[src/rtl/axi_bram_log_drain_ctrl.sv]
// Drain controller for one AXI BRAM logger: gates logging, streams the whole
// log array out over valid/ready, then pulses clear and waits out the sweep.
module axi_bram_log_drain_ctrl #(
  parameter int NUM_SER_BRAMS = 12,
  parameter int NUM_PAR_BRAMS = 3,
  parameter int CLEAR_WAIT    = 1024*NUM_SER_BRAMS+4
) (
  input  logic        Clk_CI,
  input  logic        Rst_RI,
  input  logic        Start_SI,
  input  logic        AutoDrain_SI,
  input  logic        Abort_SI,
  input  logic        LogFull_SI,
  output logic        LogEn_SO,
  output logic        LogClear_SO,
  output logic        BramEn_SO,
  output logic [31:0] BramAddr_DO,
  input  logic [31:0] BramRd_DI,
  output logic        OutValid_SO,
  input  logic        OutReady_SI,
  output logic [31:0] OutData_DO,
  output logic        OutLast_SO,
  output logic        Busy_SO,
  output logic        Done_SO
);

  localparam int TOTAL_WORDS = 1024*NUM_SER_BRAMS*NUM_PAR_BRAMS;
  localparam int IDX_W       = $clog2(TOTAL_WORDS+1);
  localparam int WAIT_W      = $clog2(CLEAR_WAIT);

  localparam logic [IDX_W-1:0]  LAST_IDX  = IDX_W'(TOTAL_WORDS-1);
  localparam logic [IDX_W-1:0]  END_IDX   = IDX_W'(TOTAL_WORDS);
  localparam logic [WAIT_W-1:0] WAIT_LOAD = WAIT_W'(CLEAR_WAIT-1);

  typedef enum logic [1:0] {IDLE, DRAIN, CLEAR, WAIT_CLR} state_t;

  state_t state_q, state_d;

  logic [IDX_W-1:0]  rd_idx_q;
  logic [IDX_W-1:0]  out_cnt_q;
  logic [WAIT_W-1:0] wait_cnt_q;
  logic              rd_pend_q;
  logic [31:0]       fifo_mem_q [2];
  logic              wr_ptr_q;
  logic              rd_ptr_q;
  logic [1:0]        fifo_cnt_q;

  logic       start_go;
  logic       xfer;
  logic       last_xfer;
  logic       issue;
  logic       flush;
  logic       wait_done;
  logic [1:0] occ_after_pop;

  assign start_go      = Start_SI | (AutoDrain_SI & LogFull_SI);
  assign OutValid_SO   = (fifo_cnt_q != 2'd0);
  assign xfer          = OutValid_SO & OutReady_SI;
  assign last_xfer     = xfer && (out_cnt_q == LAST_IDX);
  assign OutLast_SO    = OutValid_SO && (out_cnt_q == LAST_IDX);
  assign OutData_DO    = OutValid_SO ? fifo_mem_q[rd_ptr_q] : 32'd0;
  assign wait_done     = (state_q == WAIT_CLR) && (wait_cnt_q == '0);
  // Counting the word leaving this cycle as already gone keeps 1 word/cycle
  assign occ_after_pop = fifo_cnt_q - 2'(xfer);

  always_comb begin
    state_d = state_q;
    issue   = 1'b0;
    case (state_q)
      IDLE: begin
        // First read goes out as we leave IDLE to hit the 2-cycle latency
        if (start_go) begin
          state_d = DRAIN;
          issue   = 1'b1;
        end
      end
      DRAIN: begin
        if (Abort_SI || last_xfer) begin
          state_d = CLEAR;
        end else begin
          issue = (rd_idx_q < END_IDX) &&
                  ((occ_after_pop + 2'(rd_pend_q)) < 2'd2);
        end
      end
      CLEAR:    state_d = WAIT_CLR;
      WAIT_CLR: if (wait_cnt_q == '0) state_d = IDLE;
      default:  state_d = IDLE;
    endcase
  end

  assign flush       = (state_q == DRAIN) && (state_d != DRAIN);
  assign LogEn_SO    = (state_q == IDLE) || wait_done;
  assign LogClear_SO = (state_q == CLEAR);
  assign BramEn_SO   = issue;
  assign BramAddr_DO = issue ? (32'(rd_idx_q) << 2) : 32'd0;
  assign Busy_SO     = (state_q != IDLE);
  assign Done_SO     = wait_done;

  always_ff @(posedge Clk_CI or posedge Rst_RI) begin
    if (Rst_RI) state_q <= IDLE;
    else        state_q <= state_d;
  end

  always_ff @(posedge Clk_CI or posedge Rst_RI) begin
    if (Rst_RI) begin
      rd_idx_q      <= '0;
      out_cnt_q     <= '0;
      rd_pend_q     <= 1'b0;
      wr_ptr_q      <= 1'b0;
      rd_ptr_q      <= 1'b0;
      fifo_cnt_q    <= 2'd0;
      fifo_mem_q[0] <= 32'd0;
      fifo_mem_q[1] <= 32'd0;
    end else if (flush) begin
      // Leaving DRAIN drops buffered words and any read still in flight
      rd_idx_q   <= '0;
      out_cnt_q  <= '0;
      rd_pend_q  <= 1'b0;
      wr_ptr_q   <= 1'b0;
      rd_ptr_q   <= 1'b0;
      fifo_cnt_q <= 2'd0;
    end else begin
      rd_pend_q <= issue;
      if (issue) rd_idx_q <= rd_idx_q + IDX_W'(1);
      if (rd_pend_q) begin
        fifo_mem_q[wr_ptr_q] <= BramRd_DI;
        wr_ptr_q             <= ~wr_ptr_q;
      end
      if (xfer) begin
        rd_ptr_q  <= ~rd_ptr_q;
        out_cnt_q <= out_cnt_q + IDX_W'(1);
      end
      fifo_cnt_q <= fifo_cnt_q + 2'(rd_pend_q) - 2'(xfer);
    end
  end

  always_ff @(posedge Clk_CI or posedge Rst_RI) begin
    if (Rst_RI) begin
      wait_cnt_q <= '0;
    end else if (state_q == CLEAR) begin
      wait_cnt_q <= WAIT_LOAD;
    end else if ((state_q == WAIT_CLR) && (wait_cnt_q != '0)) begin
      wait_cnt_q <= wait_cnt_q - WAIT_W'(1);
    end
  end

endmodule

[config.mk]
export PLATFORM = sky130hd
export DESIGN_NAME = axi_bram_log_drain_ctrl
export DESIGN_NICKNAME = d
export VERILOG_FILES = /design/src/rtl/axi_bram_log_drain_ctrl.sv
export SDC_FILE = /design/constraint.sdc
export NUM_CORES = 1
export LEC_CHECK = 0
export ABC_CLOCK_PERIOD_IN_PS = 3420
export CAP_MARGIN = 5
export CORE_MARGIN = 1.5
export CORE_UTILIZATION = 48
export DETAILED_ROUTE_END_ITERATION = 10
export GPL_ROUTABILITY_DRIVEN = 1
export PLACE_DENSITY_LB_ADDON = 0.15
export SLEW_MARGIN = 25
export SYNTH_ARGS = -nofsm -noshare
export SYNTH_HDL_FRONTEND = slang
export SYNTH_SLANG_ARGS = --single-unit
[constraint.sdc]
create_clock -name Clk_CI -period 3.42 [get_ports Clk_CI]
set_clock_uncertainty 0.2 [all_clocks]
set_input_delay 0.342 -clock Clk_CI [delete_from_list [all_inputs] [get_ports Clk_CI]]
set_output_delay 0.342 -clock Clk_CI [all_outputs]
set_load 0.02 [all_outputs]
# [Word level (Yosys, flattened, before mapping)]
# Index checks and enable logic that the tools add are counted.
[totals] ff_bits=117 in_bits=39 out_inout_bits=71
[op_classes] n_addsub=7 magnitude_cmp=5 eq_ne=5 n_mux=27 bitwise=8 n_reduce_logical=19
[ops] operator="two-way mux 32 bit" n=5
[ops] operator="bitwise mux 64 bit" n=1
[ops] operator="two-way mux 16 bit" n=4
[ops] operator="adder 16 x 1 -> 16 bit (second input constant)" n=2
[ops] operator="demux 32 bit (select 1 bit)" n=1
[ops] operator="two-way mux 14 bit" n=2
[ops] operator="two-way mux 18 bit" n=1
[ops] operator="== test 16 bit (second input constant)" n=1
[ops] operator="< comparator 16 bit (second input constant)" n=1
[ops] operator="zero test 14 bit" n=1
[ops] operator="nonzero test 14 bit" n=1
[ops] operator="subtractor 14 x 1 -> 14 bit (second input constant)" n=1
[ops] operator="nonzero test 2 bit" n=6
[ops] operator="two-way mux 2 bit" n=4
[ops] operator="one-hot mux 2 bit (4 select lines)" n=1
[ops] operator="logical AND 1 bit" n=7
[ops] operator="two-way mux 1 bit" n=7
[ops] operator="adder 2 x 1 -> 2 bit" n=2
[ops] operator="== test 2 bit (second input constant)" n=2
[ops] operator="greater-or-equal comparator 2 bit (second input constant)" n=2
[ops] operator="inverter 1 -> 2 bit" n=2
[ops] operator="subtractor 2 x 1 -> 2 bit" n=2
[ops] operator="inverter 1 bit" n=3
[ops] operator="bitwise AND 1 bit" n=2
[ops] operator="other kinds (9)" n=10

# [Logic depth before layout (Yosys ltp)]
[logic_depth] word_depth=10 mapped_depth=12 depth_no_buf=12

# [Worst setup path before layout]
# No wires, ideal clock.
[synth_path] path_kind="reg-to-output" start="reg fifo_cnt_q[1]" end="out BramAddr_DO[10]" arrival_time_ns=3.016 path_slack_ns=-0.138 path_stages_with_launch=13 path_buffers=1 path_cell_list="dfrtp_1 > o21ai_1 > inv_1 > ha_1 > inv_1 > ha_1 > xnor3_1 > and4b_1 > o21a_1 > nor2_2 > inv_1 > clkbuf_1 > and2_1"
[synth_between] elab_chain_cells=9
[synth_rtl] item="from (decl)" line_no="46" rtl="logic [1:0] fifo_cnt_q;"
[synth_rtl] item="from (signal assigned)" line_no="133" rtl="fifo_cnt_q <= fifo_cnt_q + 2'(rd_pend_q) - 2'(xfer);"
[synth_rtl] item="nonzero test 2 bit" line_no="57" rtl="assign OutValid_SO = (fifo_cnt_q != 2'd0);"
[synth_rtl] item="bitwise AND 1 bit" line_no="58" rtl="assign xfer = OutValid_SO & OutReady_SI;"
[synth_rtl] item="subtractor 2 x 1 -> 2 bit" line_no="64" rtl="assign occ_after_pop = fifo_cnt_q - 2'(xfer);"
[synth_rtl] item="adder 2 x 1 -> 2 bit" line_no="82" rtl="((occ_after_pop + 2'(rd_pend_q)) < 2'd2);"
[synth_rtl] item="< comparator 2 bit" line_no="82"
[synth_rtl] item="logical AND 1 bit" line_no="81" rtl="issue = (rd_idx_q < END_IDX) &&"
[synth_rtl] item="two-way mux 1 bit (*)" line_no="78" rtl="if (Abort_SI || last_xfer) begin"
[synth_rtl] item="one-hot mux 1 bit (2 select lines) (*)" line_no="69" rtl="case (state_q)"
[synth_rtl] item="net BramEn_SO" line_no="16" rtl="output logic BramEn_SO,"
[synth_rtl] item="two-way mux 18 bit (*)" line_no="95" rtl="assign BramAddr_DO = issue ? (32'(rd_idx_q) << 2) : 32'd0;"
[synth_rtl] item="to (decl)" line_no="17" rtl="output logic [31:0] BramAddr_DO,"
# The timed path passes the listed nets; every way through them passes the cells marked *.

# [Worst setup path after layout]
[layout_path] start="reg fifo_cnt_q[1]" end="out BramAddr_DO[11]"
[layout_between] elab_chain_cells=9
[layout_rtl] item="nonzero test 2 bit" line_no="57"
[layout_rtl] item="bitwise AND 1 bit" line_no="58"
[layout_rtl] item="subtractor 2 x 1 -> 2 bit" line_no="64"
[layout_rtl] item="adder 2 x 1 -> 2 bit" line_no="82"
[layout_rtl] item="< comparator 2 bit" line_no="82"
[layout_rtl] item="logical AND 1 bit" line_no="81"
[layout_rtl] item="two-way mux 1 bit (*)" line_no="78"
[layout_rtl] item="one-hot mux 1 bit (2 select lines) (*)" line_no="69"
[layout_rtl] item="two-way mux 18 bit (*)" line_no="95"
# Every way passes the cells marked *; elsewhere a longest branch is shown, timed or not.

==> metrics.cfg <==
[drt]
routed_wl_um = 12000
vias_per_cell = 5.21
num_vias = 4078
dr.pass1.iters = 4
postRouteAntennaNets = 0
post_drt_wl_per_cell_um = 15.3
remaining_drc_errors = 0
drtIter0Drc = 147

[power_and_ir_drop]
p_per_area_nw_per_um2 = 777
p_total_mw = 5.80
vdd_drop_max_mv = 0.386
netSwitchingFraction_pct = 32.5
switching_power_mw = 1.88
power_leakage_nw = 3.44
comb_power_share_pct = 34.9
intPower_mw = 3.91
seq_power_share_pct = 38.3
clkPwrFrac_pct = 26.8

[timing]
finalSetupViolations = 0
finalHoldViolCount = 0
layout_setup_ws_ns = 0.158
rsz0062_at_grt = false
fin_crit_sh_pct = 95.4
fin_crit_ns = 3.26
fmax_ghz = 0.307
slew_viol_final = 0
worst_slew_pin_slew_ns = 0.717
slew_headroom_pct = 51.8

[setup_path]
start_kind = flop
endpoint_kind = output port
arrival_ns = 2.72
path_cells = o21ai_2 -> inv_1 -> ha_1 -> inv_1 -> ha_1 -> xnor3_1 -> and4b_1 -> o21a_1 -> nor2_2 -> buf_4 -> nor2_1 -> clkdlybuf4s15_1
max_stage_delay_ns = 0.41
critPathMaxFanout = 16
crit_type = reg2out
cp_data_required_time_ns = 2.88
critical-path-slowest-cell = dfrtp_1

[logic_synthesis]
synth_top_family_by_area = multiplexers
yosysWarnings = 0
synth_ff_type = dfrtp_1
syn_avg_cell_area_um2 = 11.4
synth-edff-count = 0
synth_adder_area_share_pct = 1.06
yosys_register_bits = 117
synth-seq-area-share_pct = 49.5
synth_xor_area_share_pct = 3.49
syn_inst = 519
synth_compound_area_share_pct = 5.46
synth_cell_types = 50
yosys.area_share.simple_pct = 14.5
synth_mux_area_share_pct = 20.4
async_reset_ff_share_pct = 100
syn_area_um2 = 5910

[placed_design]
place_hpwl_um = 8050
pre_cts_slack_ns = -0.147
portBuffers = 93
place_congestion = 0.829

[global_route]
grt_pass1_wl_um = 20200
grt_pass1_vias = 4130
grt_max_degree = 41
use_met3_pct = 4.68
grt-busiest-layer = met2
use_met2_pct = 31.8
antenna_found_initial = 0
overflow = 0
met1_usage_pct = 26.1
grtUsageTotal_pct = 19.9

[floorplan]
pin_count = 110
core_area_um2 = 12000
dieArea_um2 = 13000
rows = 40
die_w_um = 114
start_util_pct = 49.2
die_h_um = 114

[clocking]
clk_path_buf_depth = 2
insertion_delay_ns = 0.41
path_clk_slew_ns = 0.05
cts_tree = yes
cts_root_buf = clkbuf_16
holdBufCountCts = 0
cts_buffers = 17
h-tree-depth = 4
cts_sinks = 117

[layout]
regArea_um2 = 2930
fill_cells = 985
nets = 669
area_growth_pct = 26.1
multi_input_area_um2 = 2740
drive_gt1_share_pct = 21.2
n_antenna_cell = 0

[run_status]
status = finished, final reports clean

[job]
maxCapViolCount = 0

[min_path]
hp-class = in2async

-- state kept, by name, indices dropped and copies added, names as in the netlist --
| name | flops |
|---|---|
| wait_cnt_q | 14 |
| state_q | 2 |
| wr_ptr_q | 1 |
| rd_pend_q | 1 |
| rd_ptr_q | 1 |
| out_cnt_q | 16 |
| rd_idx_q | 16 |
| fifo_cnt_q | 2 |
| fifo_mem_q | 64 |
-- cells in the final DEF (no fill, tap or decap), drive strengths merged, types with 10 or more instances in the layout --
master and n:
inv 15, xor2 10, o21ai 14, conb 16, nand2 23, mux2 65
dfrtp 117, mux2i 36, and2 18, nor3 11, xnor2 11, buf 15
clkdlybuf4s50 76, or3 10, clkbuf 41, nand3 15, a21oi 10, nor2 70
-- power by group through the flow --
| stage | Sequential, mW | Clock, mW | Combinational, mW |
|---|---|---|---|
| floorplan | 2.08 | 0 | 1.42 |
| global placement | 2.20 | 0 | 1.98 |
| detailed placement | 2.23 | 0 | 2.03 |
| CTS | 2.22 | 1.60 | 2.04 |
| global route | 2.29 | 1.66 | 2.22 |
| finish | 2.22 | 1.56 | 2.02 |
-- kinds of logic (layout without fill, tap and decap cells) --
group | count (synthesis) | in the layout
AND/OR/NAND/NOR | 174 | 174
flip-flops | 117 | 117
multiplexers | 101 | 101
buffers and inverters | 52 | 154
AO/OA/AOI/OAI | 47 | 47
XOR/XNOR | 22 | 22
adder cells (fa/ha/maj) | 5 | 5
other | 1 | 16
-- synth_stat cells (2+ instances only) --
library cell / number / area [µm²]
dfrtp_1: 117 / 2930
nor2_1: 69 / 259
mux2i_1: 36 / 360
mux2_2: 35 / 394
mux2_4: 30 / 450
nand2_1: 22 / 82.6
buf_4: 19 / 143
and2_1: 18 / 113
inv_1: 16 / 60.1
nand3_1: 15 / 75.1
o21ai_0: 13 / 65.1
nor3_1: 11 / 55.1
xnor2_1: 11 / 96.3
a21oi_1: 10 / 50.1
or3_1: 10 / 62.6
xor2_1: 10 / 87.6
clkbuf_1: 9 / 33.8
o211ai_1: 8 / 60.1
o31ai_1: 6 / 45.0
ha_1: 5 / 62.6
nand4_1: 5 / 31.3
and3_1: 3 / 18.8
buf_12: 3 / 60.1
nand2b_1: 3 / 18.8
o21a_1: 3 / 22.5
or4_1: 3 / 22.5
buf_1: 2 / 7.51
buf_2: 2 / 10.0
nor2b_1: 2 / 12.5
nor4_1: 2 / 12.5
or2_2: 2 / 12.5
-- layout make-up --
cell class	count	share of cell area (%)
flip-flops and latches	117	39.3
multi-input cells	365	36.8
repair buffers	108	13.6
clock buffers	26	6.69
well taps	147	2.47
inverters	16	0.856
clock inverters	4	0.302
-- layer usage --
metal,vias to the layer above,wire length [µm]
li1,1984,-
met2,78,5670
met4,0,209
met5,-,0
met3,17,468
met1,1999,5640
-- critical path: cells and delay by family (launching register included) --
family | cells | cell delay, ns
buffers and inverters | 4 | 0.61
DFF | 1 | 0.41
adders and majority gates | 2 | 0.43
AOI/OAI and AO/OA | 2 | 0.31
and+or+nand+nor | 3 | 0.34
xor gates and xnor gates | 1 | 0.22
-- metrics by stage --
step	setup TNS (ns)	hold WS [ns]	util (%)	area (µm²)	std cells
global route	0	0.193	62.1	7460	783
global placement	-1.04	0.253	58.2	6990	753
CTS	0	0.135	62.4	7500	783
detailed placement	-1.82	0.260	58.2	6990	753
floorplan	0	0.239	-	5980	534
finish	0	0.136	62.1	7460	783
-- path summary, 6_finish.rpt --
| kind | cells past startpoint | startpoint | slack (ns) | to |
|---|---|---|---|---|
| min in group Clk_CI | 1 | wait_cnt_q[5]$_DFFE_PP0P_ | 0.27 | wait_cnt_q[5]$_DFFE_PP0P_ |
| max in group asynchronous | 3 | Rst_RI | 2.20 | rd_ptr_q$_DFFE_PP0P_ |
| max | 12 | fifo_cnt_q[1]$_DFF_PP0_ | 0.16 | BramAddr_DO[11] |
| max reg2reg | 12 | fifo_cnt_q[1]$_DFF_PP0_ | 0.50 | rd_idx_q[12]$_DFFE_PP0P_ |
| min | 2 | Rst_RI | 0.14 | fifo_mem_q[4]$_DFFE_PP0P_ |
| min reg2reg | 1 | wait_cnt_q[5]$_DFFE_PP0P_ | 0.27 | wait_cnt_q[5]$_DFFE_PP0P_ |
-- what timing repair did --
item                                    in CTS  in global routing
endpoints found under the setup margin      18                 17
gates resized for setup                     19                 32
setup buffers                                0                  0
pin swaps                                    0                  0
endpoints found under the hold margin        0                  0
No activity file was read; power rests on OpenSTA's default activity.
